[src/rtl/s2mm_bridge_pkg.sv]
// s2mm_bridge_pkg: FSM encoding, response codes, DataMover command/status field positions
package s2mm_bridge_pkg;
  typedef enum logic [2:0] {S_IDLE, S_CMD, S_DATA, S_STS, S_RESP} state_e;
  localparam logic [1:0] RESP_OKAY = 2'b00;
  localparam logic [1:0] RESP_SLVERR = 2'b10;
  localparam logic [1:0] RESP_DECERR = 2'b11;
  localparam int BTT_LSB = 0;
  localparam int BTT_W = 23;
  localparam int TYPE_BIT = 23;
  localparam int EOF_BIT = 30;
  localparam int SADDR_LSB = 32;
  localparam int TAG_LSB = 64;
  localparam int TAG_W = 4;
  localparam int STS_TAG_LSB = 0;
  localparam int STS_INTERR_BIT = 4;
  localparam int STS_DECERR_BIT = 5;
  localparam int STS_SLVERR_BIT = 6;
  localparam int STS_OKAY_BIT = 7;
  // Map the low status byte to a write response; tag is the tag of the command just issued
  function automatic logic [1:0] sts_decode(input logic [7:0] sts, input logic [TAG_W-1:0] tag,
                                            input logic len_err);
    return sts[STS_DECERR_BIT] ? RESP_DECERR :
           (sts[STS_SLVERR_BIT] | sts[STS_INTERR_BIT] | (sts[STS_TAG_LSB +: TAG_W] != tag) |
            len_err | !sts[STS_OKAY_BIT]) ? RESP_SLVERR : RESP_OKAY;
  endfunction
endpackage

[src/rtl/s2mm_axis_reg.sv]
// s2mm_axis_reg: 1-deep AXI-Stream output register carrying data, keep and last
module s2mm_axis_reg #(
  parameter int DW = 64,
  parameter int KW = 8
) (
  input  logic          clk,
  input  logic          rst,
  input  logic          s_valid,
  output logic          s_ready,
  input  logic [DW-1:0] s_data,
  input  logic [KW-1:0] s_keep,
  input  logic          s_last,
  output logic          m_valid,
  input  logic          m_ready,
  output logic [DW-1:0] m_data,
  output logic [KW-1:0] m_keep,
  output logic          m_last
);
  logic          valid_q, valid_d, last_q, last_d, load;
  logic [DW-1:0] data_q, data_d;
  logic [KW-1:0] keep_q, keep_d;

  assign s_ready = !valid_q || m_ready;
  assign load = s_valid && s_ready;
  assign m_valid = valid_q;
  assign m_data = data_q;
  assign m_keep = keep_q;
  assign m_last = last_q;

  // Capture a new beat when the slot is free or draining this cycle
  always_comb begin
    valid_d = load ? 1'b1 : (m_ready ? 1'b0 : valid_q);
    data_d = load ? s_data : data_q;
    keep_d = load ? s_keep : keep_q;
    last_d = load ? s_last : last_q;
  end

  // Slot registers
  always_ff @(posedge clk or posedge rst)
    if (rst) begin
      valid_q <= 1'b0;
      data_q <= '0;
      keep_q <= '0;
      last_q <= 1'b0;
    end else begin
      valid_q <= valid_d;
      data_q <= data_d;
      keep_q <= keep_d;
      last_q <= last_d;
    end
endmodule

[src/rtl/s2mm_wr_bridge.sv]
// s2mm_wr_bridge: write-request to AXI DataMover S2MM bridge; S2MM_STS_TIMEOUT_EN adds a status watchdog
module s2mm_wr_bridge
  import s2mm_bridge_pkg::*;
#(
  parameter int S2MM_DATA_WIDTH = 64,
  parameter int S2MM_CMD_WIDTH = 72,
  parameter int S2MM_ADDR_WIDTH = 32,
  parameter int S2MM_SIZE_WIDTH = 16,
  parameter int S2MM_STS_WIDTH = 32,
  parameter int TIMEOUT_CYCLES = 4096
) (
  input  logic                         clk,
  input  logic                         rst,
  output logic                         wreq_ready,
  input  logic                         wreq_valid,
  input  logic [S2MM_ADDR_WIDTH-1:0]   wreq_addr,
  input  logic [S2MM_SIZE_WIDTH-1:0]   wreq_size,
  output logic                         wdata_ready,
  input  logic                         wdata_valid,
  input  logic                         wdata_last,
  input  logic [S2MM_DATA_WIDTH-1:0]   wdata,
  output logic                         wresp_valid,
  output logic [1:0]                   wresp,
  output logic                         m_axis_s2mm_cmd_tvalid,
  input  logic                         m_axis_s2mm_cmd_tready,
  output logic [S2MM_CMD_WIDTH-1:0]    m_axis_s2mm_cmd_tdata,
  output logic                         m_axis_s2mm_tvalid,
  input  logic                         m_axis_s2mm_tready,
  output logic [S2MM_DATA_WIDTH-1:0]   m_axis_s2mm_tdata,
  output logic [S2MM_DATA_WIDTH/8-1:0] m_axis_s2mm_tkeep,
  output logic                         m_axis_s2mm_tlast,
  input  logic                         s_axis_s2mm_sts_tvalid,
  output logic                         s_axis_s2mm_sts_tready,
  input  logic [S2MM_STS_WIDTH-1:0]    s_axis_s2mm_sts_tdata,
  output logic                         busy
);
  localparam int KW = S2MM_DATA_WIDTH / 8;
  localparam int OFF_W = $clog2(KW);
  localparam int SW = S2MM_SIZE_WIDTH;

  state_e                     state_q, state_d;
  logic [S2MM_ADDR_WIDTH-1:0] addr_q, addr_d;
  logic [SW-1:0]              size_q, size_d, cnt_q, cnt_d, beats, rem;
  logic [TAG_W-1:0]           tag_q, tag_d;
  logic                       len_err_q, len_err_d;
  logic [1:0]                 resp_q, resp_d;
  logic [S2MM_CMD_WIDTH-1:0]  cmd;
  logic [KW-1:0]              keep;
  logic                       idle, slice_ready, in_fire, is_last, done, out_last_fire;
  logic                       unused_sts;

`ifdef S2MM_STS_TIMEOUT_EN
  localparam int TMO_W = $clog2(TIMEOUT_CYCLES + 1);
  logic [TMO_W-1:0] tmo_q, tmo_d;
  logic             tmo_hit;
  assign tmo_hit = tmo_q == TMO_W'(TIMEOUT_CYCLES - 1);
  assign unused_sts = ^s_axis_s2mm_sts_tdata[S2MM_STS_WIDTH-1:8];
`else
  assign unused_sts = ^{s_axis_s2mm_sts_tdata[S2MM_STS_WIDTH-1:8], TIMEOUT_CYCLES[0]};
`endif

  assign idle = state_q == S_IDLE;
  assign beats = SW'(({1'b0, size_q} + (SW + 1)'(KW - 1)) >> OFF_W);
  assign rem = size_q & SW'(KW - 1);
  assign done = cnt_q == beats;
  assign is_last = cnt_q == beats - 1'b1;
  assign keep = (is_last && rem != '0) ? KW'((1 << rem) - 1) : '1;
  assign wdata_ready = state_q == S_DATA && !done && slice_ready;
  assign in_fire = wdata_valid && wdata_ready;
  assign out_last_fire = m_axis_s2mm_tvalid && m_axis_s2mm_tready && m_axis_s2mm_tlast;

  assign wreq_ready = idle && !rst;
  assign s_axis_s2mm_sts_tready = (idle || state_q == S_STS) && !rst;
  assign m_axis_s2mm_cmd_tvalid = state_q == S_CMD;
  assign m_axis_s2mm_cmd_tdata = (state_q == S_CMD) ? cmd : '0;
  assign wresp_valid = state_q == S_RESP;
  assign wresp = (state_q == S_RESP) ? resp_q : 2'b00;
  assign busy = !idle;

  // Assemble the DataMover command from the latched request
  always_comb begin
    cmd = '0;
    cmd[BTT_LSB +: BTT_W] = BTT_W'(size_q);
    cmd[TYPE_BIT] = 1'b1;
    cmd[EOF_BIT] = 1'b1;
    cmd[SADDR_LSB +: S2MM_ADDR_WIDTH] = addr_q;
    cmd[TAG_LSB +: TAG_W] = tag_q;
  end

  // Next-state and datapath updates; beat count, not wdata_last, bounds the transfer
  always_comb begin
    state_d = state_q;
    addr_d = addr_q;
    size_d = size_q;
    tag_d = tag_q;
    cnt_d = cnt_q;
    len_err_d = len_err_q;
    resp_d = resp_q;
`ifdef S2MM_STS_TIMEOUT_EN
    tmo_d = (state_q == S_STS) ? tmo_q + 1'b1 : '0;
`endif
    unique case (state_q)
      S_IDLE:
        if (wreq_valid) begin
          addr_d = wreq_addr;
          size_d = wreq_size;
          cnt_d = '0;
          len_err_d = 1'b0;
          resp_d = RESP_SLVERR;
          state_d = (wreq_size == '0) ? S_RESP : S_CMD;
        end
      S_CMD:
        if (m_axis_s2mm_cmd_tready) begin
          tag_d = tag_q + 1'b1;
          state_d = S_DATA;
        end
      S_DATA: begin
        if (in_fire) begin
          cnt_d = cnt_q + 1'b1;
          len_err_d = len_err_q | (wdata_last != is_last);
        end
        if (out_last_fire) state_d = S_STS;
      end
      S_STS:
        if (s_axis_s2mm_sts_tvalid) begin
          resp_d = sts_decode(s_axis_s2mm_sts_tdata[7:0], tag_q - 1'b1, len_err_q);
          state_d = S_RESP;
        end
`ifdef S2MM_STS_TIMEOUT_EN
        else if (tmo_hit) begin
          resp_d = RESP_SLVERR;
          state_d = S_RESP;
        end
`endif
      S_RESP: begin
        len_err_d = 1'b0;
        state_d = S_IDLE;
      end
      default: state_d = S_IDLE;
    endcase
  end

  // State and request registers
  always_ff @(posedge clk or posedge rst)
    if (rst) begin
      state_q <= S_IDLE;
      addr_q <= '0;
      size_q <= '0;
      tag_q <= '0;
      cnt_q <= '0;
      len_err_q <= 1'b0;
      resp_q <= 2'b00;
`ifdef S2MM_STS_TIMEOUT_EN
      tmo_q <= '0;
`endif
    end else begin
      state_q <= state_d;
      addr_q <= addr_d;
      size_q <= size_d;
      tag_q <= tag_d;
      cnt_q <= cnt_d;
      len_err_q <= len_err_d;
      resp_q <= resp_d;
`ifdef S2MM_STS_TIMEOUT_EN
      tmo_q <= tmo_d;
`endif
    end

  s2mm_axis_reg #(.DW(S2MM_DATA_WIDTH), .KW(KW)) u_axis_reg (
    .clk(clk),
    .rst(rst),
    .s_valid(in_fire),
    .s_ready(slice_ready),
    .s_data(wdata),
    .s_keep(keep),
    .s_last(is_last),
    .m_valid(m_axis_s2mm_tvalid),
    .m_ready(m_axis_s2mm_tready),
    .m_data(m_axis_s2mm_tdata),
    .m_keep(m_axis_s2mm_tkeep),
    .m_last(m_axis_s2mm_tlast)
  );
endmodule

[config.mk]
export PLATFORM = sky130hd
export DESIGN_NAME = s2mm_wr_bridge
export DESIGN_NICKNAME = d
export VERILOG_FILES = /design/src/rtl/s2mm_bridge_pkg.sv /design/src/rtl/s2mm_axis_reg.sv /design/src/rtl/s2mm_wr_bridge.sv
export SDC_FILE = /design/constraint.sdc
export NUM_CORES = 1
export LEC_CHECK = 0
export BUFFER_PORTS_ARGS = -buffer_cell sky130_fd_sc_hd__buf_4
export CELL_PAD_IN_SITES_DETAIL_PLACEMENT = 1
export CELL_PAD_IN_SITES_GLOBAL_PLACEMENT = 1
export CORE_MARGIN = 10
export CORE_UTILIZATION = 33
export CTS_CLUSTER_SIZE = 14
export DETAILED_ROUTE_END_ITERATION = 16
export PLACE_DENSITY_LB_ADDON = 0.25
export SYNTH_ARGS = -nofsm -noshare
export SYNTH_HDL_FRONTEND = slang
export SYNTH_SLANG_ARGS = --single-unit
[constraint.sdc]
create_clock -name clk -period 3.95 [get_ports clk]
set_clock_uncertainty 0.1 [all_clocks]
set_input_delay 0.1975 -clock clk [delete_from_list [all_inputs] [get_ports clk]]
set_output_delay 0.1975 -clock clk [all_outputs]
set_load 0.05 [all_outputs]
After elaboration in Yosys (flattened, before gate mapping) --
Cells that the tools add are included.
Storage, ports and cells: bits in registers 148, bits of input ports 152, output and inout port bits 154, logic and storage cells 87
Cells by class: $add $sub $neg 6, equality and inequality tests 13, shift operators 1, multiplexer cells 22, bitwise operators 5, reduce and logical (&&, ||, !) cells 29
Operator list (count):
- 68-bit two-way mux | 1
- 16-bit two-way mux | 2
- 16-bit one-hot mux with 2 select lines | 1
- 16-bit by 3-bit adder with 17-bit output (second input constant) | 1
- 16-bit by 1-bit adder with 16-bit output (second input constant) | 1
- 16-bit by 14-bit == test with 1-bit output | 1
- 16-bit == test | 1
- 16-bit logical NOT | 1
- 16-bit nonzero test | 1
- 3-bit two-way mux | 5
- 14-bit by 1-bit subtractor with 15-bit output (second input constant) | 1
- 3-bit one-hot mux with 4 select lines | 1
- 2-bit two-way mux | 5
- 1-bit logical AND | 9
- 3-bit AND reduction | 3
- 8-bit two-way mux | 1
- 1-bit by 3-bit << shifter with 8-bit output (first input constant) | 1
- 8-bit by 2-bit subtractor with 8-bit output (second input constant) | 1
- 3-bit by 2-bit == test with 1-bit output (second input constant) | 2
- 2-bit inequality test (second input constant) | 3
- 2-bit nonzero test | 3
- 1-bit logical NOT | 5
- 1-bit bitwise OR | 5
- 4-bit by 1-bit adder with 4-bit output (second input constant) | 1
- 14 further kinds | 20

Depth between registers and ports, before layout --
word-level depth 9, depth in mapped cells 13, gate-level depth less buffers 11

Modules after synthesis --
Synthesis repeated with hierarchy kept, for this count alone.
Unflattened totals: cells, all modules 695, area, all modules 8099.0 µm²
By module, submodules not included:
- s2mm_wr_bridge | instances 1, cells each 537, area an instance 5048.6 µm², seq. area each 1851.8 µm²
- s2mm_axis_reg | instances 1, cells each 158, area an instance 3050.4 µm², seq. area each 1851.8 µm²

Worst setup path after synthesis --
OpenSTA, ideal clock, no wires.
path kind flip-flop to flip-flop, start register size_q[1], end register u_axis_reg.keep_q[3], in the netlist u_axis_reg.m_keep[3], setup time 0.127 ns, arrival 3.135 ns, required time 3.723 ns, setup slack 0.588 ns, stages on the path, launching flop included 14, buffers on the path 2, clock period less this slack 3.362 ns, cell sequence dfrtp_1 -> buf_4 -> or3_1 -> clkbuf_1 -> xnor2_1 -> ha_1 -> or3b_2 -> mux2i_1 -> xnor2_1 -> or4b_1 -> a211oi_1 -> nand3_1 -> nor3_2 -> a21oi_1
On the way: cells in the longest elaborated chain, start to end 7, elaborated cells between the ends (all ways) 14, classes of those cells 3 x add/sub; 2 x eq/ne; 1 x shift; 1 x mux; 7 x reduce/logical
Ends and longest elaborated chain:
- start: declaration | line s2mm_wr_bridge.sv:43 | logic [SW-1:0] size_q, size_d, cnt_q, cnt_d, beats, rem;
- start signal: assignment | line s2mm_wr_bridge.sv:159 | size_q <= size_d;
- parallel branches: the longest is 7 deep, another holds 16-bit by 3-bit adder with 17-bit output
- end signal: assignment | line s2mm_axis_reg.sv:48 | keep_q <= keep_d;
- end: declaration | line s2mm_axis_reg.sv:21 | logic [KW-1:0] keep_q, keep_d;
Parallel ways; which one is timed is not known. A chain may end at the register's enable or synchronous reset.

Final worst setup path --
start register size_q[2], end register len_err_q
On the way: cells in the longest elaborated chain, start to end 8, elaborated cells between the ends (all ways) 14, classes of those cells 2 x add/sub; 4 x eq/ne; 2 x mux; 1 x bitwise; 5 x reduce/logical
Ends and longest elaborated chain:
- 16-bit by 3-bit adder with 17-bit output * | line s2mm_wr_bridge.sv:63 | assign beats = SW'(({1'b0, size_q} + (SW + 1)'(KW - 1)) >> OFF_W);
- parallel branches: the longest is 7 deep, another holds 14-bit by 1-bit subtractor with 15-bit output
- end signal: assignment | line s2mm_wr_bridge.sv:162 | len_err_q <= len_err_d;
- end: declaration | line s2mm_wr_bridge.sv:45 | logic len_err_q, len_err_d;
Mark *: on every way between the ends. The select of a mux whose other input is x is not followed.

==> run summary <==
outcome = completed
FMAX = 271 MHz
Hold Path Stages = 4
drt total wl = 29.5 mm
Post-Synth Simple-Gate Area = 0.238
flops & latches, synth = 148
period utilisation layout = 0.934
Starting Density = 0.336
worst skew pair latency = 0.42 ns
antenna-violating nets left = 0
Pwr Density = 865 mW/mm^2
TNS Setup = 0 ns
top_reg_cell synth = dfrtp_1
Hold Fails Final Rpt = 0
GRT overflow = 0
largest family of logic cells by synthesized area = simple AND/OR/NAND/NOR gates
largest net degree at the start of global routing = 104
worst vdd ir = 0.000457 V
layout net count = 1323
Synth Warn # = 0
first-pass GRT wire length = 46.8 mm
DR pass1 iterations = 5
most frequent cells in the layout = buf_4, nand2_1, dfrtp_1, dlygate4sd3_1, and2_1
Die ar. = 0.0306 sq mm
XOR/XNOR share of the synthesized area = 0.0398
slowest stage cell, crit path = or4b_1
TritonCTS buffer count = 17
post-synthesis cell type count = 68
R2R setup slack = 0.26 ns
Worst Setup SP = size_q[2]
worst r2r src = size_q[2]
detailed-route DRC error count = 0
clock-pin slew on the worst setup and hold paths = 0.06 ns
HP Start = wreq_valid
Leak Pwr = 5.65 nW
R2R Path End = len_err_q
post-synthesis mux area share = 0.126
clk root buf = clkbuf_16
Tot Pwr = 0.0103 W
commonest non-fill, non-tap cell in the layout = buf_4
Reg2Reg Depth = 11
worst path required time = 4.18 ns
EDFF count, synth = 0
GPL Wtd Cong = 0.827
crit-path max FO = 9
CP endpoint kind = register
Synth Area in Compound Gates = 0.0623
Mapped Cells = 808
GRT Total Usage = 0.192
Avg WL per Cell = 19.6 um
Slew Viols, Final = 0
Avg Inst Size Synth = 9.80 sq um
Final WS setup = 0.262 ns
CTS sink count = 148
vias in the first global route = 8075
area of the multi-input gates = 0.00384 sq mm
initial drt markers = 328
Post-Synth Adder-Cell Area = 0.00632
crit path kind = reg2reg
height of the die = 175 um
I/O pins = 306
fin crit period = 3.69 ns
DP HPWL = 20.2 mm
Max Cap Violations = 0
Worst EP arrival = 3.92 ns
synthesized cell area = 0.00792 sq mm
Hold Crit Class = in2reg
worst relative slew slack = 0.553
layout cells sized above 1 = 0.341
crit-path max cell delay = 0.55 ns
Fillers = 2693
Rows = 56
postcts setup bufs = 0
Post-synth ARST share = 1.00
Setup crit start kind = register
Core ar. = 0.0235 sq mm
CTS tree = yes
vias = 7177
critical-path cell list = o31ai_2, xor2_1, ha_2, or3b_2, mux2i_1, xnor2_1, or4b_1, nor2_1, nand4_1, nor3b_1, nor3_1
crit path to = len_err_q
Vias/cell = 4.77
Least-Margin Pin Slew = 0.668 ns
Storage cell area = 0.00370 sq mm
number of buffers added on ports = 263
worst slack, placed = 0.207 ns
register area share after synthesis = 0.468
die width = 175 um
synth-to-layout area growth = 50.1%
CTS H-tree depth = 4
RSZ-0062 raised after global routing = false
clock buffer depth = 2
initial antenna violation count = 4
setup violators final = 0
sequential cells by signal, indices dropped and copies added (netlist names):
name and flops:
size_q 16, cnt_q 16, len_err_q 1, resp_q 2, u_axis_reg.m_keep 8, u_axis_reg.m_valid 1, addr_q 32, u_axis_reg.m_last 1
u_axis_reg.m_data 64, tag_q 4, state_q 3
metrics by stage:
step | cells | util | hold slack, ns | cell area, sq um
2_1_floorplan | 825 | - | 0.203 | 7980
3_3_place_gp | 1348 | 0.428 | 0.287 | 10100
3_5_place_dp | 1348 | 0.428 | 0.292 | 10100
4_1_cts | 1499 | 0.504 | 0.0134 | 11900
5_1_grt | 1504 | 0.505 | 0.0351 | 11900
6_report | 1504 | 0.505 | 0.0213 | 11900
cell families (layout without fill, tap and decap cells):
logic type | count (synthesis) | count (layout)
DFF | 148 | 148
AOI/OAI and AO/OA | 70 | 70
muxes | 81 | 81
buffers and inverters | 86 | 441
adders and majority gates | 4 | 4
xor gates and xnor gates | 36 | 36
and+or+nand+nor | 382 | 382
other | 1 | 23
synthesized netlist by cell type (all sizes together) (10+ instances only):
master,instances,share of area
o21ai,13,0.0087
mux2i,14,0.018
dfrtp,148,0.47
xnor2,21,0.023
inv,13,0.0062
buf,42,0.038
xor2,15,0.017
clkbuf,31,0.015
nor4,17,0.015
nand3,21,0.013
nor3,14,0.012
and2,53,0.042
nand4,10,0.0098
nor2,40,0.019
mux2,67,0.11
a21oi,17,0.011
nand2,184,0.087
timing repair:
action | in CTS | in global routing
hold buffers | 119 | 0
endpoints found under the hold margin | 264 | 0
endpoints found under the setup margin | 0 | 6
resized for setup | 0 | 4
cell type report:
cell class / count / area share
clock buffers: 19 / 0.0373
inverters: 13 / 0.00442
flip-flops and latches: 148 / 0.312
clock inverters: 13 / 0.0116
well taps: 319 / 0.0336
multi-input cells: 591 / 0.323
repair buffers: 396 / 0.277
diodes: 5 / 0.00105
worst max-delay path, delay by kind of cell (launching register included):
family	cells	cell delay, ns
AND/OR/NAND/NOR	6	1.82
flip-flops	1	0.50
AO/OA/AOI/OAI	1	0.39
XOR/XNOR	2	0.34
adder cells (fa/ha/maj)	1	0.29
multiplexers	1	0.17
worst min path at each step:
stage | end | slack [ns]
2_1_floorplan | addr_q[0] | 0.20
4_1_cts | len_err_q | 0.01
5_1_grt | len_err_q | 0.04
3_5_place_dp | addr_q[20] | 0.29
6_report | len_err_q | 0.02
3_3_place_gp | addr_q[13] | 0.29
power by group:
part           total, W  internal [W]  leakage [nW]  switching [W]
logic           0.00589       0.00204          3.56        0.00385
clock network   0.00163      0.000908         0.285       0.000718
registers       0.00276       0.00215          1.80       0.000614
metal layers:
layer,wire (um),part of all wire,global-route usage,up-vias
met3,1870,0.063,0.0634,30
met4,586,0.020,0.0565,0
li1,-,-,-,3423
met1,11000,0.37,0.207,3551
met5,0,0,0,-
met2,16000,0.54,0.349,173
Power figures use the tool's default switching activity.
